### src/rtl/bist_pattern_gen.sv
`default_nettype none
// ============================================================================
// bist_pattern_gen : LFSR stimulus generator and run sequencer for logic BIST
// Revision 1.0
// ============================================================================
module bist_pattern_gen #(
    parameter int               WIDTH        = 8,
    parameter logic [WIDTH-1:0] TAPS         = 8'hB8,
    parameter logic [WIDTH-1:0] SEED         = 8'h01,
    parameter int               NUM_PATTERNS = 255,
    parameter int               DUT_LAT      = 0
) (
    input  logic             clk,
    input  logic             rst_n,
    input  logic             start,
    input  logic             abort,
    input  logic             seed_load,
    input  logic [WIDTH-1:0] seed_in,
    input  logic [WIDTH-1:0] golden_sig,
    input  logic [WIDTH-1:0] misr_sig,
    output logic [WIDTH-1:0] pattern,
    output logic             pattern_valid,
    output logic             misr_rst,
    output logic             misr_enable,
    output logic             busy,
    output logic             done,
    output logic             pass
);

    localparam int                  c_PCNT_W      = $clog2(NUM_PATTERNS + 1);
    localparam logic [4:0]          c_WARMUP_LAST = 5'd16;
    localparam logic [c_PCNT_W-1:0] c_PCNT_LAST   = c_PCNT_W'(NUM_PATTERNS - 1);
    localparam logic [3:0]          c_DCNT_LAST   = 4'(DUT_LAT - 1);

    typedef enum logic [2:0] {
        S_IDLE    = 3'd0,
        S_CLEAR   = 3'd1,
        S_WARMUP  = 3'd2,
        S_RUN     = 3'd3,
        S_DRAIN   = 3'd4,
        S_COMPARE = 3'd5,
        S_DONE    = 3'd6
    } state_t;

    state_t              r_state;
    logic [WIDTH-1:0]    r_seed;
    logic [4:0]          r_wcnt;
    logic [c_PCNT_W-1:0] r_pcnt;
    logic [3:0]          r_dcnt;

    logic                w_quiet;
    logic [WIDTH-1:0]    w_seed_nxt;
    logic [WIDTH-1:0]    w_lfsr_nxt;

    assign w_quiet    = (r_state == S_IDLE) || (r_state == S_DONE);
    assign w_lfsr_nxt = {pattern[WIDTH-2:0], ^(pattern & TAPS)};

    // A zero seed would lock the LFSR, so it is replaced by the default seed.
    always_comb begin
        w_seed_nxt = r_seed;
        if (w_quiet && seed_load) begin
            w_seed_nxt = (seed_in == '0) ? SEED : seed_in;
        end
    end

    always_ff @(posedge clk or negedge rst_n) begin
        if (!rst_n) begin
            r_state       <= S_IDLE;
            r_seed        <= SEED;
            r_wcnt        <= '0;
            r_pcnt        <= '0;
            r_dcnt        <= '0;
            pattern       <= SEED;
            pattern_valid <= 1'b0;
            misr_rst      <= 1'b0;
            misr_enable   <= 1'b0;
            busy          <= 1'b0;
            done          <= 1'b0;
            pass          <= 1'b0;
        end else begin
            r_seed   <= w_seed_nxt;
            misr_rst <= 1'b0;
            if (abort) begin
                r_state       <= S_IDLE;
                r_wcnt        <= '0;
                r_pcnt        <= '0;
                r_dcnt        <= '0;
                pattern       <= w_seed_nxt;
                pattern_valid <= 1'b0;
                misr_enable   <= 1'b0;
                busy          <= 1'b0;
                done          <= 1'b0;
                pass          <= 1'b0;
            end else begin
                case (r_state)
                    S_IDLE, S_DONE: begin
                        if (start) begin
                            r_state  <= S_CLEAR;
                            misr_rst <= 1'b1;
                            busy     <= 1'b1;
                            done     <= 1'b0;
                            pass     <= 1'b0;
                            pattern  <= w_seed_nxt;
                        end else if (r_state == S_IDLE) begin
                            pattern <= w_seed_nxt;
                        end
                    end
                    S_CLEAR: begin
                        r_state     <= S_WARMUP;
                        misr_enable <= 1'b1;
                        r_wcnt      <= '0;
                    end
                    S_WARMUP: begin
                        if (r_wcnt == c_WARMUP_LAST) begin
                            r_state       <= S_RUN;
                            pattern_valid <= 1'b1;
                            r_wcnt        <= '0;
                            r_pcnt        <= '0;
                        end else begin
                            r_wcnt <= r_wcnt + 5'd1;
                        end
                    end
                    S_RUN: begin
                        // The last pattern is held rather than stepped so DRAIN repeats it.
                        if (r_pcnt == c_PCNT_LAST) begin
                            pattern_valid <= 1'b0;
                            r_pcnt        <= '0;
                            if (DUT_LAT == 0) begin
                                r_state     <= S_COMPARE;
                                misr_enable <= 1'b0;
                            end else begin
                                r_state <= S_DRAIN;
                                r_dcnt  <= '0;
                            end
                        end else begin
                            r_pcnt  <= r_pcnt + c_PCNT_W'(1);
                            pattern <= w_lfsr_nxt;
                        end
                    end
                    S_DRAIN: begin
                        if (r_dcnt == c_DCNT_LAST) begin
                            r_state     <= S_COMPARE;
                            misr_enable <= 1'b0;
                            r_dcnt      <= '0;
                        end else begin
                            r_dcnt <= r_dcnt + 4'd1;
                        end
                    end
                    S_COMPARE: begin
                        r_state <= S_DONE;
                        busy    <= 1'b0;
                        done    <= 1'b1;
                        pass    <= (misr_sig == golden_sig);
                    end
                    default: begin
                        r_state <= S_IDLE;
                    end
                endcase
            end
        end
    end

endmodule
`default_nettype wire

### config.mk
export PLATFORM = sky130hd
export DESIGN_NAME = bist_pattern_gen
export DESIGN_NICKNAME = d
export VERILOG_FILES = /design/src/rtl/bist_pattern_gen.sv
export SDC_FILE = /design/constraint.sdc
export NUM_CORES = 1
export LEC_CHECK = 0
export CAP_MARGIN = 20
export CELL_PAD_IN_SITES_DETAIL_PLACEMENT = 1
export CELL_PAD_IN_SITES_GLOBAL_PLACEMENT = 2
export CORE_UTILIZATION = 30
export DETAILED_ROUTE_END_ITERATION = 8
export PLACE_DENSITY_LB_ADDON = 0.05
export SYNTH_ARGS = -nofsm -noshare
export SYNTH_HDL_FRONTEND = slang
export SYNTH_SLANG_ARGS = --single-unit
export TNS_END_PERCENT = 30
### constraint.sdc
create_clock -name clk -period 2 [get_ports clk]
set_input_delay 0.4 -clock clk [delete_from_list [all_inputs] [get_ports clk]]
set_output_delay 0.4 -clock clk [all_outputs]
set_load 0.02 [all_outputs]
== After elaboration in Yosys (flattened, before gate mapping) ==
Cells that the tools add are included.
Operators by class
  add/subtract/negate cells: 3
  multipliers: 0
  div/mod/pow operators: 0
  order comparisons: 0
  eq/ne operators: 16
  shift-type cells: 0
  mux-type cells: 41
  bitwise gates (word level): 0
  reductions and logical operators: 18
Operator list (count)
  8-bit two-way mux: 9
  8-bit case mux with 2 select lines: 2
  3-bit case mux with 6 select lines: 1
  3-bit two-way mux: 5
  3-bit != test (second input constant): 5
  1-bit two-way mux: 13
  4-bit two-way mux: 3
  3-bit nonzero test: 4
  5-bit two-way mux: 2
  5-bit case mux with 2 select lines: 1
  3-bit equality test (second input constant): 3
  3-bit AND reduction: 3
  8-bit by 1-bit adder with 8-bit output (second input constant): 1
  8-bit equality test: 1
  8-bit equality test (second input constant): 1
  8-bit zero test: 1
  1-bit case mux with 2 select lines: 4
  8-bit parity: 1
  3-bit by 2-bit equality test with 1-bit output (second input constant): 2
  5-bit by 1-bit adder with 5-bit output (second input constant): 1
  5-bit equality test (second input constant): 1
  4-bit by 1-bit adder with 4-bit output (second input constant): 1
  4-bit equality test (second input constant): 1
  4-bit != test (second input constant): 1
  other kinds (10): 11
Word-level totals
  register bits: 42
  bits in latches: 0
  bits in writable memories: 0
  bits in read-only memories: 0
  bits of input ports: 29
  output and inout bits: 14
  memories kept: 0

== Longest topological paths before layout ==
  depth in word-level cells: 8
  depth in mapped cells: 8
  gate-level depth less buffers: 7

== Least setup slack after synthesis ==
Ideal clock, no wire load.
  path kind: reg-to-reg
  from: register r_state[1]
  to: register pattern[0]
  arrival: 1.543 ns
  data required time: 1.918 ns
  slack: 0.374 ns
  cell stages (with the launch flop): 7
  cell sequence: dfrtp_1 buf_4 xnor2_1 nand3b_4 mux2i_1 mux2_2 mux2_2
Between the ends
  cells in the longest elaborated chain, start to end: 8
  elaborated cells on any way between the ends: 15
  classes of those cells: eq/ne (4); mux (5); reduce/logical (6)
Ends and longest elaborated chain
  start, declared: RTL line 45  | state_t r_state;
  start signal, assigned: RTL line 68  | r_state <= S_IDLE;
  start signal, assigned: RTL line 84  | r_state <= S_IDLE;
  start signal, assigned: RTL line 98  | r_state <= S_CLEAR;
  3-bit equality test or 3-bit zero test (tied branches): RTL line 55  | assign w_quiet = (r_state == S_IDLE) || (r_state == S_DONE);
  1-bit logical OR (*): RTL line 55
  1-bit logical AND (*): RTL line 61  | if (w_quiet && seed_load) begin
  8-bit two-way mux (*): RTL line 61
  net w_seed_nxt[0]: RTL line 52  | logic [WIDTH-1:0] w_seed_nxt;
  8-bit two-way mux: RTL line 104  | end else if (r_state == S_IDLE) begin
  8-bit two-way mux: RTL line 97  | if (start) begin
  8-bit case mux with 2 select lines: RTL line 95  | case (r_state)
  8-bit two-way mux (*): RTL line 83  | if (abort) begin
  end signal, assigned: RTL line 88  | pattern <= w_seed_nxt;
  end signal, assigned: RTL line 103  | pattern <= w_seed_nxt;
  end signal, assigned: RTL line 105  | pattern <= w_seed_nxt;
  end, declared: RTL line 21  | output logic [WIDTH-1:0] pattern,
Mark *: on every way through the listed nets, which the timed path passes. The rest lies on a longest branch. The select of a mux whose other input is x is not followed.
A chain may end at the register's enable or synchronous reset.

== Worst setup path in the final report ==
  from: register pattern[0]
  to: output pattern[0]
No word-level cell between the ends.

==> results.yml <==
clock_network:
  cts_resized: 0
  ctsRootBufferMaster: "sky130_fd_sc_hd__clkbuf_8"
  cts.reportedPaths.clkPinSlew_ns: 0.09
  cts_tree: "built"
  cts_hold_buf: 0
  max_root_sink_buffers: 2
  ctsHtreeMaxLevel: 2
  clk_latency_ns: 0.30
  cts_num_sinks: 42
  post-cts-setup-buffers: 0
  tritoncts.num_buffers: 5
global_route:
  global_route_wire_length_before_repair_mm: 10.31
  total_global_routing_track_utilization_pct: 15.75
  overflow: 0
  number_of_global_route_vias_before_repair: 2150
  number_of_antenna_violations_at_the_first_check_in_global_routing: 0
  grt_max_degree: 23
sta:
  min_period_over_period_pct: 93.31
  worst_slew_margin_rel_pct: 66.56
  tns_ns: 0
  timing_max_transition_violations_final: 0
  grt_setup_unrepaired: "false"
  minimum_setup_slack_in_the_final_design_ns: 0.1337
  period_minus_slack_ns: 1.866
  worst_clock_skew_ns: 0.005977
  hold_viol_final: 0
  finalSetupViolations: 0
  worst_tran_pin_value_ns: 0.5015
  worst_hold_margin_ns: 0.05585
  max_freq_mhz: 535.8
cells_and_area:
  commonest_non_fill_non_tap_cells_in_the_layout: "41 x sky130_fd_sc_hd__clkdlybuf4s50_1, 40 x sky130_fd_sc_hd__dfrtp_1, 29 x sky130_fd_sc_hd__nor2_1, 27 x sky130_fd_sc_hd__o21ai_0, 22 x sky130_fd_sc_hd__buf_4"
  final_nets: 344
  post_layout_nonfiller_instances: 410
  fillers: 853
  final_common_cell: "sky130_fd_sc_hd__clkdlybuf4s50_1"
  seq_area_um2: 1054
  area_of_combinational_cells_with_multiple_inputs_um2: 1176
  antenna_cells: 0
  synthesis_to_layout_area_growth_pct: 33.73
  layout-drive-gt1-share_pct: 15.43
synthesis:
  synthesis.area_um2: 2337
  synthesis.area_per_instance_um2: 9.349
  synthesis.instances: 250
  syn-num-nets: 284
  synth-main-ff-cell: "sky130_fd_sc_hd__dfrtp_1"
  synth_sequential_area_ratio_pct: 45.07
  synth.ff_latch_count: 42
  synth_cell_types: 40
  synth-async-reset-ratio_pct: 100.0
  synth-edff-count: 0
  ys.warnings.count: 0
die:
  start_util_pct: 31.55
  floorplan.io_pins: 43
  fp.dieW_um: 90.27
  die-area_um2: 8148
  rows: 31
  coreArea_um2: 7408
  floorplan.die.height_um: 90.27
routing:
  detail_route.wl_per_cell_um: 14.31
  starting_drc_count_in_detailed_routing: 67
  vias_per_cell: 4.859
  residual_antenna_violating_net_count_after_detailed_routing: 0
  drc: 0
  drt_pre_antenna_iters: 4
  wl_mm: 5.866
  vias: 1992
place:
  total_placed_cells_including_tap_cells: 402
  hpwlAfterDp_mm: 4.404
  preCtsSetupSlack_ns: -0.001167
  gp_congestion: 0.7155
  port-buffer-count: 42
setup_path:
  reg2reg_depth: 8
  end_kind: "primary output"
  worst-path-max-fanout: 3
  rrSetupSlack_ns: 0.21
  worst_path_max_delay_cell: "sky130_fd_sc_hd__clkdlybuf4s50_1"
  crit_path_cells: "clkdlybuf4s50_1"
  critPathTopFamily: "buffers and inverters"
  critical_path_class: "flip-flop to primary output"
  cp.required_ns: 1.60
  worst-endpoint-arrival_ns: 1.47
  cp_peak_stage_delay_ns: 0.61
  critical_path.startpoint_type: "flip-flop"
  critPathBufInv: 1
  crit_cells: 1
worst_hold_path:
  hold_class: "input pin to async pin"
power_and_ir_drop:
  vdd_drop_max_mv: 0.2916
  p_leak_uw: 0.001340
  cellPowerDensity_nw_per_um2: 1151
run_status:
  outcome: "completed"
job:
  maxCapViolations: 0
## layout make-up
cell class / instances / share of cell area, %
Multi-Input combinational cell: 184 / 37.63
Timing Repair Buffer: 64 / 18.57
Tap cell: 99 / 3.963
Clock inverter: 2 / 1.922
Clock buffer: 6 / 2.642
Inverter: 13 / 1.561
Sequential cell: 42 / 33.71
## power breakdown
part / internal (uW) / switching (uW) / total (uW)
sequential: 1090 / 155 / 1240
clock: 533 / 313 / 846
combinational: 758 / 751 / 1510
## per-layer routing
metal | track usage (%) | routed length (um)
met1 | 20.94 | 2887
met2 | 25.51 | 2667
met3 | 3.535 | 239
met4 | 4.839 | 72
met5 | 0 | 0
## kinds of logic (layout without fill, tap and decap cells)
logic type / Yosys count / after routing / share of synthesized area, %
AND/OR/NAND/NOR: 86 / 86 / 18.58
AO/OA/AOI/OAI: 61 / 61 / 15.31
flip-flops: 42 / 42 / 45.07
buffers and inverters: 24 / 85 / 4.604
multiplexers: 18 / 18 / 8.191
XOR/XNOR: 14 / 14 / 5.568
adder cells (fa/ha/maj): 5 / 5 / 2.677
## through the flow
step | util, % | instance area [um2] | power [uW]
after CTS | 42.19 | 3126 | 3663
after detailed placement | 40.26 | 2983 | 2791
after floorplan | - | 2337 | 2196
after global placement | 40.26 | 2983 | 2792
final | 42.19 | 3126 | 3596
after global routing | 42.19 | 3126 | 3855
## path summary, 6_finish.rpt
kind,start,end
worst max-delay path,pattern[0],pattern[0]
worst min-delay path,rst_n,r_seed[1]
worst max register to register,r_wcnt[0],r_pcnt[2]
worst min register to register,r_wcnt[4],r_wcnt[4]
max in group asynchronous,rst_n,r_pcnt[1]
min in group clk,r_wcnt[4],r_wcnt[4]
## flip-flops by register name, summed over array words and instances (netlist names)
name and count:
done 1, pass 1, r_state 3, r_dcnt 4, misr_enable 1, pattern_valid 1
misr_rst 1, busy 1, pattern 8, r_seed 8, r_wcnt 5, r_pcnt 8
## cell usage after synthesis, types with 2 or more instances
master | number | area (um2)
sky130_fd_sc_hd__o21ai_0 | 27 | 135.1
sky130_fd_sc_hd__nand4_1 | 3 | 18.77
sky130_fd_sc_hd__mux2i_1 | 9 | 90.09
sky130_fd_sc_hd__a22o_1 | 2 | 17.52
sky130_fd_sc_hd__a31oi_1 | 3 | 18.77
sky130_fd_sc_hd__a21oi_1 | 19 | 95.09
sky130_fd_sc_hd__xor2_1 | 6 | 52.55
sky130_fd_sc_hd__dfstp_2 | 2 | 52.55
sky130_fd_sc_hd__nand2b_1 | 3 | 18.77
sky130_fd_sc_hd__nor2_1 | 29 | 108.9
sky130_fd_sc_hd__dfrtp_1 | 40 | 1001
sky130_fd_sc_hd__nor4_1 | 2 | 12.51
sky130_fd_sc_hd__xnor2_1 | 7 | 61.31
sky130_fd_sc_hd__and3_1 | 2 | 12.51
sky130_fd_sc_hd__ha_1 | 5 | 62.56
sky130_fd_sc_hd__nand3b_1 | 3 | 22.52
sky130_fd_sc_hd__nor2b_1 | 5 | 31.28
sky130_fd_sc_hd__clkbuf_1 | 2 | 7.510
sky130_fd_sc_hd__nand2_1 | 20 | 75.07
sky130_fd_sc_hd__o31ai_1 | 3 | 22.52
sky130_fd_sc_hd__buf_2 | 5 | 25.02
sky130_fd_sc_hd__nand3_1 | 8 | 40.04
sky130_fd_sc_hd__inv_1 | 13 | 48.80
sky130_fd_sc_hd__mux2_2 | 9 | 101.4
sky130_fd_sc_hd__o21bai_1 | 2 | 15.01
sky130_fd_sc_hd__nor3_1 | 5 | 25.02
sky130_fd_sc_hd__buf_4 | 3 | 22.52
(Power assumes the default switching activity.)
